<file path="config.mk">
export PLATFORM = sky130hd
export DESIGN_NAME = bcd_updown_counter
export DESIGN_NICKNAME = d
export VERILOG_FILES = /design/src/rtl/bcd_updown_counter.sv
export SDC_FILE = /design/constraint.sdc
export NUM_CORES = 1
export LEC_CHECK = 0
export BUFFER_PORTS_ARGS = -buffer_cell sky130_fd_sc_hd__buf_2
export CAP_MARGIN = 30
export CORE_MARGIN = 4
export CORE_UTILIZATION = 55
export CTS_CLUSTER_DIAMETER = 200
export CTS_CLUSTER_SIZE = 16
export DETAILED_ROUTE_END_ITERATION = 7
export MAX_ROUTING_LAYER = met4
export PLACE_DENSITY = 0.83
export SYNTH_ARGS = -nofsm -noshare
export SYNTH_HDL_FRONTEND = slang
export SYNTH_SLANG_ARGS = --single-unit
</file>
<file path="constraint.sdc">
create_clock -name Clock -period 4 [get_ports Clock]
set_input_delay 0 -clock Clock [delete_from_list [all_inputs] [get_ports Clock]]
set_output_delay 0 -clock Clock [all_outputs]
set_load 0.02 [all_outputs]
</file>
<file path="src/rtl/bcd_updown_counter.sv">
// Packed-BCD up/down counter with parallel load, range-end wrap or saturate, and pulse flags.
// Latency: Count and all pulse outputs are registered and update one edge after the request.
// Backpressure: none; a step or load is accepted in every cycle it is requested.
module bcd_updown_counter #(
  parameter int DIGITS   = 3,
  parameter bit SATURATE = 1'b0
) (
  input  logic                  Clock,
  input  logic                  Reset,
  input  logic                  Enable,
  input  logic                  Up,
  input  logic                  Load,
  input  logic [4*DIGITS-1:0]   LoadValue,
  output logic [4*DIGITS-1:0]   Count,
  output logic                  CarryOut,
  output logic                  BorrowOut,
  output logic                  LoadError,
  output logic                  Zero
);

  logic [4*DIGITS-1:0] step_cnt;
  logic                range_end;
  logic                load_ok;

  always_comb begin
    load_ok = 1'b1;
    for (int i = 0; i < DIGITS; i++) begin
      if (LoadValue[4*i +: 4] > 4'd9) load_ok = 1'b0;
    end
  end

  // Ripple through all digits in one cycle; a carry/borrow leaving the top digit marks the range end.
  always_comb begin
    logic       c;
    logic [3:0] d;
    c        = 1'b1;
    step_cnt = Count;
    for (int i = 0; i < DIGITS; i++) begin
      d = Count[4*i +: 4];
      if (c) begin
        if (Up) begin
          if (d == 4'd9) begin
            step_cnt[4*i +: 4] = 4'd0;
          end else begin
            step_cnt[4*i +: 4] = d + 4'd1;
            c = 1'b0;
          end
        end else begin
          if (d == 4'd0) begin
            step_cnt[4*i +: 4] = 4'd9;
          end else begin
            step_cnt[4*i +: 4] = d - 4'd1;
            c = 1'b0;
          end
        end
      end
    end
    range_end = c;
  end

  always_ff @(posedge Clock) begin
    if (Reset) begin
      Count     <= '0;
      CarryOut  <= 1'b0;
      BorrowOut <= 1'b0;
      LoadError <= 1'b0;
    end else begin
      CarryOut  <= 1'b0;
      BorrowOut <= 1'b0;
      LoadError <= 1'b0;
      if (Load) begin
        if (load_ok) Count <= LoadValue;
        else         LoadError <= 1'b1;
      end else if (Enable) begin
        if (range_end) begin
          if (Up) CarryOut  <= 1'b1;
          else    BorrowOut <= 1'b1;
        end
        if (!(SATURATE && range_end)) Count <= step_cnt;
      end
    end
  end

  assign Zero = (Count == '0);

endmodule

</file>
Yosys cells after proc, flatten, opt, wreduce, memory -nomap -nowiden
Index checks and enable logic that the tools add are counted.
{ "totals": {"ff_bits": 15, "input_bits": 17} }
{ "op_classes": {"n_mux": 31, "order_cmp": 3, "add_sub_neg": 6, "reduce_logical": 12, "eq_ne": 4, "bitwise_logic": 3} }
{ "op_table": {"columns": ["cell", "n"], "rows": [
  ["$mux W4", 11],
  ["$mux W12", 3],
  ["$mux W1", 17],
  ["$add A4 B1 Y4 const B", 3],
  ["$eq A4 B4 Y1 const B", 3],
  ["$gt A4 B4 Y1 const B", 3],
  ["$logic_not A12 Y1", 1],
  ["$logic_not A4 Y1", 3],
  ["$sub A4 B1 Y4 const B", 3],
  ["$reduce_and A3 Y1", 2],
  ["$reduce_bool A2 Y1", 3],
  ["$reduce_or A4 Y1", 1],
  ["$not A1 Y1", 3],
  ["$ne A2 B1 Y1 const B", 1],
  ["$reduce_and A2 Y1", 1],
  ["$reduce_or A2 Y1", 1]
]} }

Longest topological paths before layout
{ "logic_depth": {"ltp_word": 7, "ltp_mapped": 6} }

Worst setup path before layout
No wires, ideal clock.
{ "synth_timing": {"path_type": "register -> register", "from": "register Count[7]", "to": "register Count[8]", "setup_slack_ns": 2.186, "t_required_ns": 3.904, "period_less_slack_ns": 1.814, "path_stages_with_launch": 6, "n_path_buf": 1, "t_arrival_ns": 1.719, "path_cell_list": "dfxtp_1 > buf_6 > or3_4 > a2111oi_4 > a21oi_2 > o41ai_2"} }
{ "synth_between": {"elab_chain_cells": 6, "word_cells_on_any_way": 8} }
{ "synth_lines": {"columns": ["element", "line", "rtl"], "rows": [
  ["start, declared", "14", "output logic [4*DIGITS-1:0] Count,"],
  ["start signal, assigned", "72", "if (load_ok) Count <= LoadValue;"],
  ["start signal, assigned", "79", "if (!(SATURATE && range_end)) Count <= step_cnt;"],
  ["$eq A4 B4 Y1 or $logic_not A4 Y1 (tied branches)", "42, 49", null],
  ["$mux W1, on equally long branches", "42, 49", null],
  ["$mux W1 *", "41", "if (Up) begin"],
  ["$mux W1 *", "40", "if (c) begin"],
  ["$reduce_bool A2 Y1 (no line) *", null, null],
  ["$reduce_and A3 Y1 (no line) *", null, null]
]} }
Mark *: on every way between the ends. The rest lies on a longest branch, timed or not.
A chain may end at the register's enable or synchronous reset.

Final worst setup path
{ "layout_timing": {"from": "register Count[4]", "to": "register Count[8]"} }
The elaborated chain is that of the path after synthesis.

==> metrics <==
outcome=completed; endpoints failing setup=0; Inserted Diodes=0; Yosys cell types=54; Post-synth EDFFs=0; Layout Utilization=between 60% and 70%; peak supply drop=around 200 uV; Final Hold Vio Count=0; die width=55.98 um; CTS resizes=0; die area=0.003134 sq mm; CTS tree=done; row count=17; Worst-Skew Late Latency=0.29 ns; flops & latches, synth=15; Leakage=~0.54 nW; Worst setup SP type=flip-flop; post-CTS setup buffer count=0; data arrival time of the worst path=2.08 ns; area delta synth->final=12.45%; power density cells=~290 mW/mm^2; Port Buffers=32; # DRC=0; most common cell after layout, fill and taps aside=buf_2; I/O pins=33; Clock transition at path regs=roughly 0.11 ns; CP Capture Type=flip-flop; Setup Crit Path Kind=reg2reg; H-tree depth=1; Final ANT Viol Nets=0; commonest cells after routing, fill and taps aside=buf_2 (32), dfxtp_1 (15), nand2_1 (12), nand3_1 (12), a21oi_1 (9); DRT Wirelength=3449 um; RePlAce Congestion=0.8508; setup tns final=0 ns; dpl cells=roughly 210; # hold bufs at CTS=2; asr flop ratio synth=0%; critical-path maximum fanout=14; RSZ-0062 raised after global routing=false; Seq/Total Area, Yosys=between 20% and 30%; drt initial violations=44; Worst EP required=4.19 ns; final worst-path cycle share=47.28%; max-cap viol count=0; Remaining Overflow, GRT=0; total global-route track usage=22.71%; layout cells sized above 1=a little over a quarter; Vias=roughly 1400; Num CTS Buffers=3; Pins Over Slew Limit=0; CTS Sinks=15; maximum clock path buffer count=2; Slew HR=64.47%; mapped cell area=about 0.0013 sq mm; initial core utilization=57.24%; vias per cell=a little under 7; final worst path period need=between 1.5 and 2 ns; Pre-Repair DR Iteration Count=4; Syn Nets=around 180; first-pass GRT wire length=5733 um; Setup Skew=around 0.0085 ns; hold crit path type=in2reg; syn_area_per_cell=between 7 and 8 sq um; initial antenna violation count=0; maximum number of pins on one net before global-route repair=27; Top FF cell, synth=dfxtp_1; post-DR wirelength/cell=~16 um; Warnings, synthesis=0; Peak Freq=~530 MHz; worst hold margin=0.0007632 ns; nets=201; # fillers=between 150 and 200; die height=55.98 um; number of global-route vias before repair=1263; Gate Count Post-Synth=about 160; worst slew pin tran=about 0.53 ns; CTS Root Cell=clkbuf_4; core area=about 0.0022 sq mm; final instance count without filler cells=between 200 and 250; hpwl dp=around 2400 um
## area by class of cell
| class | instances | area (sq um) | area share, % |
|---|---|---|---|
| flip-flops and latches | 15 | 300.3 | 21.09 |
| multi-input cells | 126 | 867.1 | 60.90 |
| well taps | 28 | 35.03 | 2.460 |
| inverters | 4 | 15.01 | 1.054 |
| clock buffers | 4 | 26.28 | 1.845 |
| repair buffers | 34 | 180.2 | 12.65 |
## synthesized netlist by cell type (2+ instances only)
master,n,share of area (%)
a2111oi_0,2,1.4
a21oi_1,9,3.6
a311o_1,2,1.6
a311oi_1,3,2.1
a31o_2,3,2.1
a31oi_1,3,1.5
and4_1,4,2.8
buf_1,2,0.59
buf_2,4,1.6
clkbuf_1,12,3.6
dfxtp_1,15,24
inv_1,3,0.89
mux2i_1,2,1.6
nand2_1,12,3.6
nand2b_1,2,0.99
nand3_1,12,4.7
nor2_1,5,1.5
nor2b_1,4,2.0
nor3_1,8,3.2
nor4_1,5,2.5
o21ai_0,6,2.4
o221ai_1,3,2.1
o22ai_1,3,1.5
or2_2,2,0.99
or3_1,4,2.0
or4_1,2,1.2
xnor2_1,5,3.5
## layer usage
metal / share of wire [%] / up-vias / track usage [%]
met5: 0 / - / -
met4: 0.49 / 0 / 5.085
met3: 8.2 / 6 / 3.480
met2: 49 / 71 / 37.90
met1: 42 / 679 / 28.91
li1: - / 671 / -
## path summary, 6_finish.rpt
path | to | cells after the start | slack (ns) | from
hold reg to reg | CarryOut | 2 | 0.60 | Count[11]
setup / recovery | Count[8] | 4 | 2.11 | Count[4]
setup reg to reg | Count[8] | 4 | 2.11 | Count[4]
hold / removal | Count[4] | 3 | 0.0008 | LoadValue[4]
## kinds of logic after synthesis
group / count (synthesis) / synth area share (%)
flip-flops: 15 / 23.72
buffers and inverters: 23 / 7.806
AO/OA/AOI/OAI: 49 / 31.53
multiplexers: 2 / 1.581
AND/OR/NAND/NOR: 69 / 31.23
XOR/XNOR: 6 / 4.150
## worst max-delay path, stage by stage, from the launching register on
cell,delay (ns)
dfxtp_1,0.45
or3_4,0.43
a2111oi_4,0.48
a21oi_2,0.14
o41ai_2,0.29
## sequential cells by signal (all words and copies together) (netlist names)
signal	count
BorrowOut	1
LoadError	1
Count	12
CarryOut	1
## where the power goes
group	leakage, nW	total [mW]	internal [mW]	switching [mW]
clock	0.0150	0.0943	0.0388	0.0555
combinational	0.402	0.129	0.0568	0.0723
sequential	0.123	0.185	0.158	0.0267
total	0.540	0.408	0.254	0.155
## per-stage QoR
stage	setup slack (ns)	instance area (sq um)	total power, mW
after floorplan	2.186	1266	0.2810
after global placement	2.237	1378	0.3092
after detailed placement	2.137	1378	0.3144
after CTS	2.106	1424	0.4064
after global routing	2.008	1424	0.4329
final	2.109	1424	0.4084
Power figures use the tool's default switching activity.
